**config.mk**
```make
export PLATFORM = sky130hd
export DESIGN_NAME = mcpu_ctrl_fsm
export DESIGN_NICKNAME = d
export VERILOG_FILES = /design/src/rtl/mcpu_ctrl_fsm.sv
export SDC_FILE = /design/constraint.sdc
export NUM_CORES = 1
export LEC_CHECK = 0
export CAP_MARGIN = 20
export CORE_UTILIZATION = 42
export CTS_CLUSTER_SIZE = 24
export DETAILED_ROUTE_END_ITERATION = 10
export PLACE_DENSITY = 0.76
export SYNTH_ARGS = -nofsm -noshare
export SYNTH_HDL_FRONTEND = slang
export SYNTH_SLANG_ARGS = --single-unit
```
**constraint.sdc**
```tcl
create_clock -name clk -period 1.87 [get_ports clk]
set_clock_uncertainty 0.2 [all_clocks]
set_input_delay 0.2805 -clock clk [delete_from_list [all_inputs] [get_ports clk]]
set_output_delay 0.2805 -clock clk [all_outputs]
set_load 0.03 [all_outputs]
```
**src/rtl/mcpu_ctrl_fsm.sv**
```systemverilog
// rtl/mcpu_ctrl_fsm.sv - multi-cycle MIPS control FSM (optional MCPU_CTRL_MEM_WAIT_EN memory handshake)
module mcpu_ctrl_fsm #(
    parameter int ICNT_W = 32
) (
    input  logic              clk,
    input  logic              rst,
    input  logic [5:0]        opcode,
    input  logic [5:0]        funct,
    input  logic              zero,
    input  logic              mem_ready,
    output logic              pc_ce,
    output logic              ir_ce,
    output logic              mdr_ce,
    output logic              ab_ce,
    output logic              aluout_ce,
    output logic              mem_rd,
    output logic              mem_wr,
    output logic              iord,
    output logic              reg_wr,
    output logic              reg_dst,
    output logic              mem_to_reg,
    output logic              alu_src_a,
    output logic [1:0]        alu_src_b,
    output logic [2:0]        alu_ctrl,
    output logic [1:0]        pc_src,
    output logic              illegal,
    output logic [3:0]        state,
    output logic [ICNT_W-1:0] instr_cnt
);

    typedef enum logic [3:0] {
        S_IF    = 4'd0,
        S_ID    = 4'd1,
        S_MADDR = 4'd2,
        S_MRD   = 4'd3,
        S_MWB   = 4'd4,
        S_MWR   = 4'd5,
        S_REX   = 4'd6,
        S_RWB   = 4'd7,
        S_BEQ   = 4'd8,
        S_JMP   = 4'd9,
        S_IEX   = 4'd10,
        S_IWB   = 4'd11
    } state_t;

    localparam logic [2:0] ALU_ADD = 3'b010;
    localparam logic [2:0] ALU_SUB = 3'b110;
    localparam logic [2:0] ALU_AND = 3'b000;
    localparam logic [2:0] ALU_OR  = 3'b001;
    localparam logic [2:0] ALU_SLT = 3'b111;

    state_t cur, nxt;
    logic   ill_q, ill_nxt;
    logic   retire;
    logic   mem_done;
    logic   funct_ok;
    logic [2:0] rex_ctrl;

`ifdef MCPU_CTRL_MEM_WAIT_EN
    assign mem_done = mem_ready;
`else
    logic unused_mem_ready;
    assign unused_mem_ready = mem_ready;
    assign mem_done = 1'b1;
`endif

    always_comb begin
        funct_ok = 1'b1;
        rex_ctrl = ALU_ADD;
        case (funct)
            6'h20:   rex_ctrl = ALU_ADD;
            6'h22:   rex_ctrl = ALU_SUB;
            6'h24:   rex_ctrl = ALU_AND;
            6'h25:   rex_ctrl = ALU_OR;
            6'h2A:   rex_ctrl = ALU_SLT;
            default: funct_ok = 1'b0;
        endcase
    end

    always_comb begin
        {pc_ce, ir_ce, mdr_ce, ab_ce, aluout_ce} = '0;
        {mem_rd, mem_wr, iord}                   = '0;
        {reg_wr, reg_dst, mem_to_reg}            = '0;
        alu_src_a = 1'b0;
        alu_src_b = 2'b00;
        alu_ctrl  = ALU_ADD;
        pc_src    = 2'b00;
        nxt       = S_IF;
        ill_nxt   = 1'b0;
        retire    = 1'b0;
        case (cur)
            S_IF: begin
                mem_rd    = 1'b1;
                ir_ce     = mem_done;
                pc_ce     = mem_done;
                alu_src_b = 2'b01;
                nxt       = mem_done ? S_ID : S_IF;
            end
            S_ID: begin
                ab_ce     = 1'b1;
                aluout_ce = 1'b1;
                alu_src_b = 2'b11;
                case (opcode)
                    6'h23, 6'h2B:        nxt = S_MADDR;
                    6'h00:               nxt = S_REX;
                    6'h04:               nxt = S_BEQ;
                    6'h02:               nxt = S_JMP;
                    6'h08, 6'h0C, 6'h0D: nxt = S_IEX;
                    default:             ill_nxt = 1'b1;
                endcase
            end
            S_MADDR: begin
                alu_src_a = 1'b1;
                alu_src_b = 2'b10;
                aluout_ce = 1'b1;
                nxt       = (opcode == 6'h2B) ? S_MWR : S_MRD;
            end
            S_MRD: begin
                mem_rd = 1'b1;
                iord   = 1'b1;
                mdr_ce = mem_done;
                nxt    = mem_done ? S_MWB : S_MRD;
            end
            S_MWB: begin
                reg_wr     = 1'b1;
                mem_to_reg = 1'b1;
                retire     = 1'b1;
            end
            S_MWR: begin
                mem_wr = 1'b1;
                iord   = 1'b1;
                nxt    = mem_done ? S_IF : S_MWR;
                retire = mem_done;
            end
            S_REX: begin
                alu_src_a = 1'b1;
                aluout_ce = 1'b1;
                alu_ctrl  = rex_ctrl;
                nxt       = funct_ok ? S_RWB : S_IF;
                ill_nxt   = ~funct_ok;
            end
            S_RWB: begin
                reg_wr  = 1'b1;
                reg_dst = 1'b1;
                retire  = 1'b1;
            end
            S_BEQ: begin
                alu_src_a = 1'b1;
                alu_ctrl  = ALU_SUB;
                pc_src    = 2'b01;
                pc_ce     = zero;
                retire    = 1'b1;
            end
            S_JMP: begin
                pc_src = 2'b10;
                pc_ce  = 1'b1;
                retire = 1'b1;
            end
            S_IEX: begin
                alu_src_a = 1'b1;
                alu_src_b = 2'b10;
                aluout_ce = 1'b1;
                alu_ctrl  = (opcode == 6'h0C) ? ALU_AND :
                            (opcode == 6'h0D) ? ALU_OR  : ALU_ADD;
                nxt       = S_IWB;
            end
            S_IWB: begin
                reg_wr = 1'b1;
                retire = 1'b1;
            end
            default: nxt = S_IF;
        endcase
        // Reset must silence every strobe at once, not just from the next edge.
        if (rst) begin
            {pc_ce, ir_ce, mdr_ce, ab_ce, aluout_ce} = '0;
            {mem_rd, mem_wr, iord}                   = '0;
            {reg_wr, reg_dst, mem_to_reg}            = '0;
            alu_src_a = 1'b0;
            alu_src_b = 2'b00;
            alu_ctrl  = 3'b000;
            pc_src    = 2'b00;
        end
    end

    always_ff @(posedge clk or posedge rst) begin
        if (rst) begin
            cur       <= S_IF;
            ill_q     <= 1'b0;
            instr_cnt <= '0;
        end else begin
            cur   <= nxt;
            ill_q <= ill_nxt;
            if (retire)
                instr_cnt <= instr_cnt + {{(ICNT_W-1){1'b0}}, 1'b1};
        end
    end

    assign state   = cur;
    assign illegal = ill_q;

endmodule
```
# Word level (Yosys, flattened, before mapping)
# Cells that the tools add are included.
[totals]
input_bits = 16
reg_bits = 37
out_inout_bits = 56
[classes]
eq_ne = 23
addsub = 1
reduce_logical = 14
n_mux = 41
bitwise = 1
[ops]
columns = ["operator", "n"]
rows = [
  ["$eq 6x6->1 const B", 7],
  ["$add 32x1->32 const B", 1],
  ["$mux 1", 26],
  ["$pmux 4 s6", 1],
  ["$pmux 4 s5", 1],
  ["$eq 6x4->1 const B", 3],
  ["$eq 4x3->1 const B", 4],
  ["$eq 4x4->1 const B", 4],
  ["$pmux 3 s4", 1],
  ["$reduce_or 2->1", 5],
  ["$mux 3", 3],
  ["$pmux 3 s3", 1],
  ["$eq 4x2->1 const B", 2],
  ["$mux 2", 4],
  ["$reduce_or 4->1", 2],
  ["$reduce_or 8->1", 1],
  ["$eq 6x2->1 const B", 1],
  ["$eq 6x3->1 const B", 1],
  ["$logic_not 6->1", 1],
  ["$pmux 2 s3", 1],
  ["$reduce_or 3->1", 2],
  ["$reduce_or 6->1", 1],
  ["$reduce_or 5->1", 1],
  ["$eq 4x1->1 const B", 1],
  ["4 further kinds", 5],
]

# Longest topological paths before layout
# Gate-level depths: netlist of the first run.
[depth]
word_depth = 5
depth_mapped = 6
ltp_nobuf = 5

# Worst setup path after synthesis of the first run
# Ideal clock, no wire load.
[synth_timing]
kind = "register to output"
from = "register cur[2] (netlist: state[2])"
to = "output alu_ctrl[0]"
slack_ns = -0.744
arrival_ns = 2.133
stages_incl_launch_ff = 6
n_path_buf = 1
path_cell_list = "dfrtp_1 -> buf_4 -> nand2b_1 -> nor3_1 -> a22oi_1 -> nor4_1"
[synth_via]
elab_chain_cells = 3
elab_cells_between_ends = 5
[synth_rtl]
columns = ["item", "line_no", "source"]
rows = [
  ["start: declaration", "52", "state_t cur, nxt;"],
  ["start signal: assignment", "191", "cur <= nxt;"],
  ["$eq 4x4->1 / $eq 4x3->1 (equally long branches)", "91", "case (cur)"],
  ["$pmux 3 s3 *", "91", ""],
  ["$mux 3 *", "174", "if (rst) begin"],
  ["end: declaration", "24", "output logic [2:0] alu_ctrl,"],
]
# Mark *: on every way between the ends. The rest lies on a longest branch, timed or not.

# Worst setup path in the final report of the first run
[layout_timing]
from = "register cur[3] (netlist: state[3])"
to = "output reg_wr"
[layout_via]
elab_chain_cells = 4
elab_cells_between_ends = 6
[layout_rtl]
columns = ["item", "line_no", "source"]
rows = [
  ["$eq 4x4->1 / $eq 4x3->1 (equally long branches)", "91", ""],
  ["$reduce_or 3->1 (no source line) *", "-", ""],
  ["$mux 1 *", "91", ""],
  ["$mux 1 *", "174", ""],
  ["end: declaration", "19", "output logic reg_wr,"],
]
# Marked as above.

==> results of run 1 <==
==> Yosys cell counts (3+ instances only) <==
library cell  instances  area, sq um
a21oi_1               6         30.0
a31oi_1               4         25.0
and4_1                3         26.3
buf_6                 3         33.8
clkbuf_1              5         18.8
dfrtp_1              37          926
inv_1                11         41.3
nand2_1              14         52.6
nand2b_1              7         43.8
nand3_1              11         55.1
nand4_1               4         25.0
nor2_1               14         52.6
nor2b_1               5         31.3
nor3_1               18         90.1
nor3_2                8         80.1
nor4_1                7         43.8
nor4_2                3         37.5
or3_1                 3         18.8
or4_4                 3         33.8
xnor2_1              11         96.3
xor2_1               22          193
==> per-stage QoR <==
step	instance area [sq um]	hold WS [ps]
floorplan	2630	190
global placement	3770	258
detailed placement	3770	259
CTS	4340	232
global route	4630	255
finish	4630	267
==> per-layer routing <==
layer  GRT usage, %  up-vias  routed length [microns]
li1               -     1157                        -
met3           3.75       58                      685
met4           18.7        0                      656
met5              0        -                        0
met2           56.4      154                     5440
met1           37.6     1322                     3660
==> layout make-up <==
class                   count  area, sq um
clock buffers               7         86.3
clock inverters             1         30.0
fillers                   203          475
inverters                  11         45.0
multi-input cells         172         1860
flip-flops and latches     37          947
well taps                  70         87.6
repair buffers            166         1570
==> where the power goes <==
group	switching, mW	internal, mW	leakage (nW)
Sequential	0.104	0.882	0.480
Combinational	1.13	0.943	1.88
Clock	0.306	0.435	0.0585
==> cells by family (layout without fill, tap and decap cells) <==
family,Yosys count,in the layout
simple gates,109,109
flops,37,37
xor+xnor,33,33
compound gates,28,28
buf+inv,24,185
fa+ha+maj,1,1
mux,1,1
==> how the worst min path moves through the flow <==
| stage | from | slack (ps) | cells after the start | end |
|---|---|---|---|---|
| 6_report | opcode[4] | 270 | 3 | state[1]$_DFF_PP0_ |
| 5_1_grt | opcode[4] | 260 | 3 | state[1]$_DFF_PP0_ |
| 4_1_cts | opcode[4] | 230 | 3 | state[1]$_DFF_PP0_ |
| 3_5_place_dp | instr_cnt[31]$_DFFE_PP0P_ | 260 | 1 | instr_cnt[31]$_DFFE_PP0P_ |
| 3_3_place_gp | instr_cnt[31]$_DFFE_PP0P_ | 260 | 1 | instr_cnt[31]$_DFFE_PP0P_ |
| 2_1_floorplan | opcode[4] | 190 | 1 | state[1]$_DFF_PP0_ |
==> registers in the layout, summed over array words and instances, names as in the netlist <==
signal	count
state	4
instr_cnt	32
illegal	1
==> timing repair <==
| action | 4_1_cts | 5_1_grt |
|---|---|---|
| pin swaps | 43 | 28 |
| setup endpoints to repair | 69 | 59 |
| setup buffers | 17 | 16 |
| hold buffers | 0 | 0 |
| gates resized for setup | 111 | 47 |
==> worst min-delay path: cells and delay by family <==
kind            cells  cell delay, ps
compound gates      1              90
buf+inv             2             350
==> flow_summary.json, run 1 <==
{
  "ys.flop_type": "dfrtp_1",
  "wl_per_cell_microns": 22.5,
  "worstSetupEndpointType": "primary output",
  "postRouteAntennaNets": 0,
  "netlist_area_sq_um": 2230,
  "drc": 0,
  "wl_microns": 10400,
  "drtIter0Drc": 207,
  "cp_common_cell": "buf_4",
  "finalPower_mw": 3.80,
  "endpoint": "reg_wr",
  "avgSynthCellArea_sq_um": 9.59,
  "crit_chain": "buf_4 -> buf_4 -> xor2_4 -> nand3_2 -> a21oi_4 -> buf_6",
  "hp-class": "in2reg",
  "routabilityCongestion": 0.839,
  "synth_xor_area_share_pct": 12.9,
  "post-route-period-util_pct": 122,
  "cts_root_buf": "clkbuf_8",
  "crit_path_start_kind": "flop",
  "path_max_fanout": 3,
  "grt_max_degree": 23,
  "r2r_cells": 6,
  "diodes": 0,
  "synth_top_family_by_area": "simple AND/OR/NAND/NOR gates",
  "final_cell_mix": "66 x buf_4, 44 x buf_6, 30 x dlygate4sd2_1, 21 x nor3_4, 21 x xor2_1",
  "clkLatencyLatePin_ps": 300,
  "hpwl_microns": 4800,
  "p_leak_nw": 2.41,
  "fin_util_pct": 90.7,
  "cts_max_level": 2,
  "drv_slew": 0,
  "ys_seq_area_share_pct": 41.4,
  "dpl.cell_count": 426,
  "synthesis.nets": 250,
  "die-area_sq_um": 5620,
  "ioPinCount": 72,
  "muxShareOfSynthArea_pct": 0.504,
  "clock-sinks": 37,
  "violations": "setup timing",
  "yosys.area_share.simple_pct": 30.5,
  "tritoncts": "yes",
  "cp.depth": 6,
  "vias_per_cell": 5.80,
  "tightestPinTransition_ps": 438,
  "worstPathArrival_ps": 1810,
  "port_buffers": 70,
  "numCtsBuffers": 5,
  "rsz0062_at_grt": "true",
  "cp.required_ps": 1390,
  "first_pass_iters": 4,
  "synthArstFlopShare_pct": 100,
  "slew_headroom_pct": 70.5,
  "rows": 26,
  "clkTransAtPathRegs_ps": 80,
  "grt_antenna_before_repair": 0,
  "preCtsSetupSlack_ps": -448,
  "fin_nets": 410,
  "ys_ff_latch": 37,
  "synthAdderAreaFrac_pct": 0.560,
  "die_h_microns": 74.9,
  "synth-compound-area-share_pct": 8.79,
  "critPathKind": "reg2out",
  "die_w_microns": 74.9,
  "p_per_area_nw_per_um2": 820,
  "vdd_ir_drop_max_uv": 586,
  "vias": 2691,
  "crit_buf_inv": 3,
  "max_stage_delay_ps": 430,
  "clock_path_buffers": 2,
  "outcome": "finished with violations",
  "reg2reg_to": "instr_cnt[31]$_DFFE_PP0P_",
  "r2r_slack_ps": -250,
  "fmax_ghz": 0.437,
  "final_layout_size_suffix_gt1_share_pct": 56.3,
  "finalHoldViolations": 0,
  "synth_edf_count": 0,
  "netlist_instances": 233,
  "initial_utilization_pct": 43.8,
  "syn_to_final_growth_pct": 107,
  "overflow": 0,
  "setup_viol": 52,
  "finalCriticalPeriod_ps": 2290,
  "crit_start": "state[3]$_DFF_PP0_",
  "grt_use_total_pct": 32.0,
  "synth_warnings": 0,
  "r2r_start": "state[1]$_DFF_PP0_",
  "grt_pass1_vias": 2637,
  "fin_ws_ps": -419,
  "maxCapViolCount": 0,
  "instances_no_fill": 464,
  "layout_commonest_cell": "buf_4",
  "slowest_stage": "dfrtp_2",
  "setup_tns_ps": -8640,
  "critical-path-top-delay-family": "buffers and inverters",
  "grt_pass1_wl_microns": 13200,
  "core_sq_um": 5110,
  "synth_cell_types": 50
}
(Power assumes the default switching activity.)
==> inputs of run 2 (changes only) <==
- CELL_PAD_IN_SITES_DETAIL_PLACEMENT: default -> 1
- CELL_PAD_IN_SITES_GLOBAL_PLACEMENT: default -> 1
- CORE_UTILIZATION: 42 -> 31
- PLACE_DENSITY: 0.76 -> 0.75
- RECOVER_POWER: default -> 25
- TNS_END_PERCENT: default -> 30
==> run 2 against run 1 <==
  * The run still ends with setup timing left
  * Critical path depth down 1
  * Total power shrank 8.1%
  * Non-clock buffer count fell by 10
  * Die area grew 34%
  * Design area fell by 4.9%
  * Combinational power down 6%
  * Via count fell by 2.3%
  * Cell count grew 3.7%
  * Clock power fell by 18%
  * Setup slack gained 68 ps
  * Critical path type unchanged
  * Highest routed layer unchanged
==> flow_summary.json, run 2 (synthesized netlist as in run 1, its figures left out) <==
{
  "core_sq_um": 6870,
  "drc": 0,
  "hold_start": "opcode[4]",
  "port_buffers": 70,
  "rsz0062_at_grt": "true",
  "combinationalPowerShare_pct": 55.5,
  "maxCapViolCount": 0,
  "critPathKind": "reg2out",
  "tritoncts": "yes",
  "die_w_microns": 86.9,
  "instances_no_fill": 481,
  "fin_nets": 401,
  "cts_max_level": 2,
  "crit_path_start_kind": "flop",
  "rows": 30,
  "grt_max_degree": 20,
  "cts_root_buf": "clkbuf_8",
  "ioPinCount": 72,
  "vias_per_cell": 5.46,
  "post-route-period-util_pct": 119,
  "tightestPinTransition_ps": 569,
  "largest_reg_flops": 32,
  "hpwl_microns": 5530,
  "final_cell_mix": "60 x buf_4, 40 x buf_6, 30 x dfrtp_1, 28 x dlygate4sd2_1, 21 x xor2_1",
  "routabilityCongestion": 0.822,
  "wl_microns": 11100,
  "clkTransAtPathRegs_ps": 80,
  "clock-sinks": 37,
  "p_int_mw": 2.04,
  "grt_use_total_pct": 29.0,
  "power_frac_seq_pct": 27.2,
  "grt_antenna_before_repair": 0,
  "p_per_area_nw_per_um2": 793,
  "swShare_pct": 41.4,
  "preCtsSetupSlack_ps": -487,
  "dpl.cell_count": 452,
  "first_pass_iters": 4,
  "initial_utilization_pct": 32.5,
  "final_cell_area_sq_um": 4400,
  "postRouteAntennaNets": 0,
  "syn_to_final_growth_pct": 97.0,
  "finalHoldViolations": 0,
  "vias": 2628,
  "path_max_fanout": 4,
  "numCtsBuffers": 5,
  "min_path_cells": 3,
  "p_leak_nw": 2.29,
  "fin_ws_ps": -352,
  "r2r_slack_ps": -260,
  "die_h_microns": 86.9,
  "p_sw_mw": 1.45,
  "finalPower_mw": 3.49,
  "layout_commonest_cell": "buf_4",
  "grt_pass1_wl_microns": 16300,
  "overflow": 0,
  "clkLatencyLatePin_ps": 280,
  "final_layout_size_suffix_gt1_share_pct": 51.7,
  "regMostFlops": "instr_cnt",
  "wl_per_cell_microns": 23.0,
  "outcome": "finished with violations",
  "clock_path_buffers": 2,
  "setup_tns_ps": -9140,
  "violations": "setup timing",
  "reg2reg_to": "instr_cnt[1]$_DFFE_PP0P_",
  "p_clk_share_pct": 17.3,
  "ctsHoldBuffers": 0,
  "die-area_sq_um": 7550,
  "worstSetupEndpointType": "primary output",
  "r2r_cells": 7,
  "vdd_ir_drop_max_uv": 341,
  "min_to": "state[1]$_DFF_PP0_",
  "r2r_start": "state[3]$_DFF_PP0_",
  "worstPathArrival_ps": 1740,
  "slew_headroom_pct": 61.9,
  "drv_slew": 0,
  "cp.required_ps": 1390,
  "dpl_cell_area_sq_um": 3710,
  "drtIter0Drc": 104,
  "finalCriticalPeriod_ps": 2220,
  "grt_pass1_vias": 2851,
  "hp-class": "in2reg",
  "fmax_ghz": 0.450,
  "diodes": 0,
  "setup_viol": 51
}
[run 2: changes by cell type in the layout (fill, tap and decap cells not counted), sizes merged]
cell / previous run / this run
buf: 115 / 105
bufinv: 1 / 0
clkbuf: 7 / 12
clkdlybuf4s15: 4 / 2
clkdlybuf4s50: 11 / 8
dlygate4sd2: 30 / 28
dlymetal6s2s: 6 / 9
or4: 3 / 4
[run 2: stage by stage]
stage          util, %  hold WS [ps]
2_1_floorplan        -           190
3_3_place_gp      54.0           257
3_5_place_dp      54.0           282
4_1_cts           61.6           222
5_1_grt           64.1           254
6_report          64.1           246
[run 2: repair_timing]
action | 4_1_cts | 5_1_grt
buffers inserted | 16 | 5
gates resized for setup | 105 | 45
pin swaps | 31 | 21
gates cloned | 0 | 1
endpoints found under the setup margin | 65 | 62
[run 2: power groups by stage]
stage / clock (mW) / combinational, mW / sequential (mW)
after global placement: 0 / 1.48 / 0.949
after detailed placement: 0 / 1.52 / 0.953
after CTS: 0.583 / 1.73 / 0.939
after floorplan: 0 / 0.677 / 1.10
final: 0.605 / 1.94 / 0.948
after global routing: 0.640 / 2.01 / 0.956
[run 2: worst max-delay path, stage by stage (launching register included)]
cell	delay, ps
dfrtp_2	450
buf_6	140
nand2b_4	170
or3_4	350
a21oi_4	180
buf_6	170
[run 2: worst max-delay path by stage]
| stage | start | to | slack (ps) | cells after the start |
|---|---|---|---|---|
| after floorplan | instr_cnt[8]$_DFFE_PP0P_ | instr_cnt[24]$_DFFE_PP0P_ | -210 | 5 |
| after global placement | opcode[1] | alu_ctrl[0] | -470 | 6 |
| after detailed placement | opcode[1] | alu_ctrl[0] | -490 | 6 |
| after CTS | state[3]$_DFF_PP0_ | alu_ctrl[0] | -300 | 6 |
| after global routing | state[3]$_DFF_PP0_ | reg_wr | -370 | 6 |
| final | state[3]$_DFF_PP0_ | reg_wr | -350 | 5 |
[run 2: final cells by class]
cell class                      count  area, sq um
Clock buffer                        8         90.1
Fill cell                         719         2470
Inverter                           11         42.5
Multi-Input combinational cell    173         1740
Sequential cell                    37          935
Tap cell                           96          120
Timing Repair Buffer              156         1480
[run 2: per-layer routing]
layer | GRT usage, % | vias to the layer above | share of wire [%]
met5 | 0 | - | 0
met2 | 53.6 | 113 | 54
met1 | 32.9 | 1335 | 37
met3 | 4.27 | 39 | 4.7
met4 | 12.9 | 0 | 3.8
li1 | - | 1141 | -
